File: src/rtl/riscv_bp_pkg.sv
// Shared branch-predictor types: PCSrc encodings and the BTB training packet.
package riscv_bp_pkg;

   localparam int BP_PC_W = 8;

   localparam logic [1:0] PCSRC_NONE = 2'b00;
   localparam logic [1:0] PCSRC_BR   = 2'b01;
   localparam logic [1:0] PCSRC_JAL  = 2'b10;
   localparam logic [1:0] PCSRC_JALR = 2'b11;

   typedef struct packed {
      logic [BP_PC_W-1:0] pc;
      logic [BP_PC_W-1:0] target;
      logic               taken;
      logic               hit;
   } bp_update_t;

   // Conditional branches follow the ALU flag; jal/jalr are always taken.
   function automatic logic resolve_taken(input logic [1:0] kind, input logic cond);
      return (kind == PCSRC_BR) ? cond : kind[1];
   endfunction

endpackage

File: src/rtl/branch_resolve_unit_if.sv
// BTB training channel: resolve unit produces packets, BTB write port consumes them.
interface branch_resolve_unit_if #(
   parameter int PC_W = riscv_bp_pkg::BP_PC_W
);
   logic            upd_valid;
   logic            upd_ready;
   logic [PC_W-1:0] upd_pc;
   logic [PC_W-1:0] upd_target;
   logic            upd_taken;
   logic            upd_hit;

   modport master (
      output upd_valid, upd_pc, upd_target, upd_taken, upd_hit,
      input  upd_ready
   );

   modport slave (
      input  upd_valid, upd_pc, upd_target, upd_taken, upd_hit,
      output upd_ready
   );
endinterface

File: src/rtl/btb_update_fifo.sv
// Small power-of-two FIFO for BTB training packets; a full FIFO still accepts a push paired with a pop.
module btb_update_fifo #(
   parameter int W     = 18,
   parameter int DEPTH = 2
) (
   input  logic         clk,
   input  logic         rst,
   input  logic         push,
   input  logic [W-1:0] din,
   input  logic         pop,
   output logic [W-1:0] dout,
   output logic         full,
   output logic         empty
);
   localparam int AW = $clog2(DEPTH);
   localparam logic [AW:0] FULL_CNT = (AW+1)'(DEPTH);

   logic [DEPTH-1:0][W-1:0] mem;
   logic [AW-1:0]           wr_ptr;
   logic [AW-1:0]           rd_ptr;
   logic [AW:0]             count;
   logic                    do_pop;
   logic                    do_push;

   assign full    = (count == FULL_CNT);
   assign empty   = (count == '0);
   assign do_pop  = pop & ~empty;
   assign do_push = push & (~full | do_pop);
   assign dout    = empty ? '0 : mem[rd_ptr];

   always_ff @(posedge clk) begin
      if (rst) begin
         wr_ptr <= '0;
         rd_ptr <= '0;
         count  <= '0;
      end else begin
         if (do_push) begin
            mem[wr_ptr] <= din;
            wr_ptr      <= wr_ptr + AW'(1);
         end
         if (do_pop)
            rd_ptr <= rd_ptr + AW'(1);
         case ({do_push, do_pop})
            2'b10:   count <= count + (AW+1)'(1);
            2'b01:   count <= count - (AW+1)'(1);
            default: count <= count;
         endcase
      end
   end

endmodule

File: src/rtl/branch_resolve_unit.sv
// Carries prediction metadata IF->ID->EX, resolves it against the real outcome,
// redirects fetch on mispredict and queues BTB training packets.
module branch_resolve_unit
   import riscv_bp_pkg::*;
#(
   parameter int PC_W    = BP_PC_W,
   parameter int Q_DEPTH = 2,
   parameter int CNT_W   = 16
) (
   input  logic             clk,
   input  logic             rst,
   input  logic             if_valid,
   input  logic [PC_W-1:0]  if_pc,
   input  logic             if_pred_taken,
   input  logic [PC_W-1:0]  if_pred_target,
   input  logic             if_btb_hit,
   input  logic             stall,
   input  logic [1:0]       ex_kind,
   input  logic             ex_cond,
   input  logic [PC_W-1:0]  ex_target,
   output logic             redirect_valid,
   output logic [PC_W-1:0]  redirect_pc,
   output logic             flush,
   branch_resolve_unit_if.master upd,
   output logic [CNT_W-1:0] branch_cnt,
   output logic [CNT_W-1:0] mispred_cnt,
   output logic [CNT_W-1:0] drop_cnt
);

   typedef struct packed {
      logic            valid;
      logic [PC_W-1:0] pc;
      logic            pred_taken;
      logic [PC_W-1:0] pred_target;
      logic            hit;
   } meta_t;

   typedef struct packed {
      logic [PC_W-1:0] pc;
      logic [PC_W-1:0] target;
      logic            taken;
      logic            hit;
   } upd_t;

   meta_t           if_meta;
   meta_t           id_q;
   meta_t           ex_q;
   logic            resolve;
   logic            is_branch;
   logic            act_tk;
   logic            mispred;
   logic [PC_W-1:0] fall;
   logic [PC_W-1:0] act_next;
   logic [PC_W-1:0] pred_next;
   logic            push;
   logic            pop;
   logic            q_full;
   logic            q_empty;
   logic            drop;
   upd_t            pkt;
   upd_t            head;

   assign if_meta = '{valid: if_valid, pc: if_pc, pred_taken: if_pred_taken,
                      pred_target: if_pred_target, hit: if_btb_hit};

   // A stalled EX instruction is resolved only once, on the cycle the stall lifts.
   assign resolve   = ex_q.valid & ~stall;
   assign is_branch = (ex_kind != PCSRC_NONE);
   assign act_tk    = resolve_taken(ex_kind, ex_cond);
   assign fall      = ex_q.pc + PC_W'(1);
   assign act_next  = act_tk ? ex_target : fall;
   assign pred_next = ex_q.pred_taken ? ex_q.pred_target : fall;

   // Comparing next-PCs catches wrong direction, wrong jalr target and aliased non-branches.
   assign mispred        = resolve & (act_next != pred_next) & ~rst;
   assign redirect_valid = mispred;
   assign flush          = mispred;
   assign redirect_pc    = mispred ? act_next : '0;

   always_ff @(posedge clk) begin
      if (rst) begin
         id_q <= '0;
         ex_q <= '0;
      end else if (!stall) begin
         id_q <= flush ? '0 : if_meta;
         ex_q <= flush ? '0 : id_q;
      end
   end

   // Non-branch BTB hits still train (taken=0) so the aliased entry decays.
   assign push = resolve & (is_branch | ex_q.hit) & ~rst;
   assign pkt  = '{pc: ex_q.pc, target: ex_target, taken: act_tk, hit: ex_q.hit};
   assign pop  = ~q_empty & upd.upd_ready;
   assign drop = push & q_full & ~pop;

   btb_update_fifo #(
      .W     ($bits(upd_t)),
      .DEPTH (Q_DEPTH)
   ) u_fifo (
      .clk   (clk),
      .rst   (rst),
      .push  (push),
      .din   (pkt),
      .pop   (pop),
      .dout  (head),
      .full  (q_full),
      .empty (q_empty)
   );

   assign upd.upd_valid  = ~q_empty;
   assign upd.upd_pc     = head.pc;
   assign upd.upd_target = head.target;
   assign upd.upd_taken  = head.taken;
   assign upd.upd_hit    = head.hit;

   always_ff @(posedge clk) begin
      if (rst) begin
         branch_cnt  <= '0;
         mispred_cnt <= '0;
         drop_cnt    <= '0;
      end else begin
         if (resolve && is_branch && branch_cnt != '1)
            branch_cnt <= branch_cnt + CNT_W'(1);
         if (mispred && mispred_cnt != '1)
            mispred_cnt <= mispred_cnt + CNT_W'(1);
         if (drop && drop_cnt != '1)
            drop_cnt <= drop_cnt + CNT_W'(1);
      end
   end

endmodule

File: src/flat_wrapper.sv
// flat-port wrapper written by rule: the top's interface ports become plain ports
module branch_resolve_unit_flat import riscv_bp_pkg::*;
#(
   parameter int PC_W    = BP_PC_W,
   parameter int Q_DEPTH = 2,
   parameter int CNT_W   = 16
)
  (clk, rst, if_valid, if_pc, if_pred_taken, if_pred_target, if_btb_hit, stall, ex_kind, ex_cond, ex_target, redirect_valid, redirect_pc, flush, branch_cnt, mispred_cnt, drop_cnt, upd_upd_valid, upd_upd_pc, upd_upd_target, upd_upd_taken, upd_upd_hit, upd_upd_ready);
  branch_resolve_unit_if #(.PC_W(PC_W)) upd_i ();
  input  logic clk;
  input  logic rst;
  input  logic if_valid;
  input  logic [PC_W-1:0] if_pc;
  input  logic if_pred_taken;
  input  logic [PC_W-1:0] if_pred_target;
  input  logic if_btb_hit;
  input  logic stall;
  input  logic [1:0] ex_kind;
  input  logic ex_cond;
  input  logic [PC_W-1:0] ex_target;
  output logic redirect_valid;
  output logic [PC_W-1:0] redirect_pc;
  output logic flush;
  output logic [CNT_W-1:0] branch_cnt;
  output logic [CNT_W-1:0] mispred_cnt;
  output logic [CNT_W-1:0] drop_cnt;
  output wire logic [$bits(upd_i.upd_valid)-1:0] upd_upd_valid;
  output wire logic [$bits(upd_i.upd_pc)-1:0] upd_upd_pc;
  output wire logic [$bits(upd_i.upd_target)-1:0] upd_upd_target;
  output wire logic [$bits(upd_i.upd_taken)-1:0] upd_upd_taken;
  output wire logic [$bits(upd_i.upd_hit)-1:0] upd_upd_hit;
  input wire logic [$bits(upd_i.upd_ready)-1:0] upd_upd_ready;
  assign upd_upd_valid = upd_i.upd_valid;
  assign upd_upd_pc = upd_i.upd_pc;
  assign upd_upd_target = upd_i.upd_target;
  assign upd_upd_taken = upd_i.upd_taken;
  assign upd_upd_hit = upd_i.upd_hit;
  assign upd_i.upd_ready = upd_upd_ready;
  branch_resolve_unit #(.PC_W(PC_W), .Q_DEPTH(Q_DEPTH), .CNT_W(CNT_W)) u_core (.clk(clk), .rst(rst), .if_valid(if_valid), .if_pc(if_pc), .if_pred_taken(if_pred_taken), .if_pred_target(if_pred_target), .if_btb_hit(if_btb_hit), .stall(stall), .ex_kind(ex_kind), .ex_cond(ex_cond), .ex_target(ex_target), .redirect_valid(redirect_valid), .redirect_pc(redirect_pc), .flush(flush), .upd(upd_i), .branch_cnt(branch_cnt), .mispred_cnt(mispred_cnt), .drop_cnt(drop_cnt));
endmodule
File: config.mk
export PLATFORM = sky130hd
export DESIGN_NAME = branch_resolve_unit_flat
export DESIGN_NICKNAME = d
export VERILOG_FILES = /design/src/rtl/riscv_bp_pkg.sv /design/src/rtl/branch_resolve_unit_if.sv /design/src/rtl/btb_update_fifo.sv /design/src/rtl/branch_resolve_unit.sv /design/src/flat_wrapper.sv
export SDC_FILE = /design/constraint.sdc
export NUM_CORES = 1
export LEC_CHECK = 0
export ABC_CLOCK_PERIOD_IN_PS = 7100
export CAP_MARGIN = 40
export CORE_ASPECT_RATIO = 0.75
export CORE_UTILIZATION = 56
export DETAILED_ROUTE_END_ITERATION = 8
export PLACE_DENSITY = 0.83
export SLEW_MARGIN = 20
export SYNTH_ARGS = -nofsm -noshare
export SYNTH_HDL_FRONTEND = slang
export SYNTH_SLANG_ARGS = --single-unit
File: constraint.sdc
create_clock -name clk -period 7.1 [get_ports clk]
set_clock_uncertainty 0.1 [all_clocks]
set_input_delay 1.42 -clock clk [delete_from_list [all_inputs] [get_ports clk]]
set_output_delay 1.42 -clock clk [all_outputs]
set_load 0.01 [all_outputs]
==> results.json <==
{
  "p_leak_uw": 0.00259,
  "final_hold_viol_count": 0,
  "synthAdderAreaFrac": 0.0112,
  "wl_um": 13700,
  "synth-simple-area-share": 0.174,
  "ant_nets": 0,
  "setup_ws_ns": 0.858,
  "die_w_um": 117,
  "clk_latency_ns": 0.41,
  "status": "finished clean",
  "critPathRequiredTime_ns": 5.58,
  "ys_warn_count": 0,
  "clock_tree.root_cell": "clkbuf_16",
  "dr.pass1.iters": 5,
  "power_uw": 1630,
  "critPathKind": "input port to output port",
  "drc": 0,
  "antenna_cells_inserted": 0,
  "crit_path_end_kind": "output port",
  "synthMuxAreaShare": 0.0516,
  "instances_no_fill": 806,
  "gp_congestion": 0.904,
  "ir_worst_vdd_uv": 170,
  "coreArea_sq_um": 9660,
  "syn-cell-area_sq_um": 5580,
  "max_freq_mhz": 160,
  "grt_pass1_vias": 4153,
  "synth_top_family_by_area": "simple AND/OR/NAND/NOR gates",
  "drive_above_1_share": 0.0831,
  "syn_inst": 549,
  "async_flop_share": 0,
  "rows": 31,
  "grt_use_total": 0.275,
  "hold-path-endpoint": "u_core.ex_q[16]$_SDFFE_PP0N_",
  "gr-total-overflow": 0,
  "detailroute.via_count": 4684,
  "clkTransAtPathRegs_ns": 0.05,
  "relSlewSlack": 0.440,
  "ys_seq_area_frac": 0.517,
  "die_area_sq_um": 10400,
  "avgSynthCellArea_sq_um": 10.2,
  "tns_ns": 0,
  "ys.flop_type": "dfxtp_1",
  "cp-start-kind": "input port",
  "worstPathArrival_ns": 4.72,
  "cp_max_fo": 25,
  "synth_xor_area_frac": 0.0675,
  "synth_seq_cells": 126,
  "start_util": 0.577,
  "placedCellCount": 773,
  "io_buffers": 110,
  "antenna_found_initial": 0,
  "finalSetupViolCount": 0,
  "regToRegEndpoint": "u_core.mispred_cnt[10]$_SDFFE_PP0P_",
  "drt-wirelength-per-cell_um": 17.0,
  "ios": 111,
  "area_growth_syn_to_layout_pct": 31.6,
  "pre_cts_slack_ns": 0.954,
  "rr_startpoint": "u_core.ex_q[10]$_SDFFE_PP0N_",
  "clockBufferDepth": 2,
  "whs_path_depth": 1,
  "drt_iter0_markers": 454,
  "p_per_area_nw_per_um2": 222,
  "cts_setup_buffers": 0,
  "yosys.cell_types.count": 58,
  "tightest_slew_ns": 0.827,
  "synth_compound_area_frac": 0.147,
  "grt_pass1_wl_um": 21100,
  "numCtsBuffers": 17,
  "cts_resized": 0,
  "period_minus_slack_ns": 6.24,
  "maxCapViolations": 0,
  "viasPerCell": 5.81,
  "rsz0062_at_grt": "false",
  "ff2ff_path_depth": 10,
  "final_nets": 700,
  "hold_path_class": "flop to flop",
  "synth.net_count": 588,
  "cts_hold_buf": 0,
  "fin_crit_sh": 0.879,
  "grt_max_degree": 55,
  "synth_edf_count": 36,
  "r2r_setup_slack_ns": 3.54,
  "cts.sinks": 126,
  "cts_max_level": 4,
  "slew_viol_final": 0,
  "hpwl_um": 9730,
  "cts_tree": "built",
  "min-delay-start": "u_core.id_q[16]$_SDFFE_PP0N_",
  "die_h_um": 88.4
}
## per-stage QoR
stage                     hold slack (ns)  area (sq um)   util
after floorplan                     0.343          5580      -
after global placement              0.348          6780  0.702
after detailed placement            0.358          6790  0.703
after CTS                           0.370          7320  0.758
after global routing                0.394          7340  0.760
final                               0.374          7340  0.760
## worst max-delay path: stages
cell,delay (ns)
clkdlybuf4s50_1,0.50
a21oi_1,0.07
buf_4,0.20
inv_1,0.38
o21ai_0,0.26
xor2_1,0.19
a2111o_1,0.48
o31ai_4,0.26
buf_4,0.31
a311oi_1,0.09
clkdlybuf4s50_1,0.53
## synthesized netlist by cell type (all sizes together) (4+ instances only)
master / instances / share of area
or3: 11 / 0.013
clkbuf: 15 / 0.010
xor2: 24 / 0.038
inv: 13 / 0.0087
nand2: 32 / 0.022
nand3: 18 / 0.017
nor4: 9 / 0.010
o31ai: 4 / 0.0079
nand4: 9 / 0.010
o311ai: 4 / 0.0063
nor2b: 9 / 0.010
a21oi: 16 / 0.014
dfxtp: 90 / 0.32
nor2: 82 / 0.055
ha: 5 / 0.011
and3: 10 / 0.011
o41ai: 4 / 0.0063
mux2i: 22 / 0.039
nor3: 7 / 0.0072
a22o: 39 / 0.061
a211oi: 5 / 0.0076
mux2: 6 / 0.012
edfxtp: 36 / 0.19
xnor2: 19 / 0.030
buf: 12 / 0.013
o21ai: 13 / 0.012
## layout by cell type, fill, tap and decap left out, drive strengths merged, types with 9 or more instances in the layout
master / netlist / routed
a21oi: 16 / 16
a22o: 39 / 39
and3: 10 / 10
buf: 12 / 11
clkbuf: 15 / 18
clkdlybuf4s50: 0 / 109
clkinv: 0 / 9
dfxtp: 90 / 90
edfxtp: 36 / 36
inv: 13 / 13
mux2i: 22 / 22
nand2: 32 / 32
nand3: 18 / 18
nand4: 9 / 9
nor2: 82 / 82
nor2b: 9 / 9
nor4: 9 / 9
o21ai: 13 / 13
or3: 11 / 11
xnor2: 19 / 19
xor2: 24 / 24
## sequential cells by signal (all words and copies together) (netlist names)
signal / count
u_core.u_fifo.wr_ptr: 1
u_core.u_fifo.count: 2
u_core.u_fifo.rd_ptr: 1
u_core.mispred_cnt: 16
u_core.drop_cnt: 16
u_core.u_fifo.mem: 36
u_core.branch_cnt: 16
u_core.ex_q: 19
u_core.id_q: 19
## cell type report
cell class                 instances  area [sq um]
sequential                       126          2880
multi-input combinational        383          2520
fill                             660          2320
timing repair buffer             120          1190
clock buffer                      18           429
tap                              132           165
clock inverter                    14           103
inverter                          13          48.8
## power by group
group | internal [uW] | total, uW | switching [uW]
registers | 750 | 762 | 11.8
logic | 45.3 | 93.8 | 48.5
clock network | 472 | 775 | 303
total | 1270 | 1630 | 363
## worst max-delay path by stage
stage	startpoint	to	slack (ns)	cells after the start
final	ex_kind[0]	redirect_pc[6]	0.86	11
after global routing	ex_kind[0]	redirect_pc[6]	0.72	11
after CTS	ex_kind[0]	redirect_pc[6]	0.93	11
after detailed placement	ex_kind[0]	redirect_pc[6]	0.95	11
after global placement	ex_kind[0]	redirect_pc[6]	1.08	11
after floorplan	ex_cond	redirect_pc[3]	2.32	9
## cells by family after synthesis
logic type,after synthesis
xor+xnor,43
simple gates,201
flops,126
buf+inv,40
mux,28
compound gates,106
fa+ha+maj,5
## routing by layer
metal,vias up,share of wire,global-route usage
met3,20,0.069,0.0658
met5,-,0,0
met2,188,0.48,0.430
met1,2234,0.44,0.374
met4,0,0.012,0.100
li1,2242,-,-
Power figures use the tool's default switching activity.
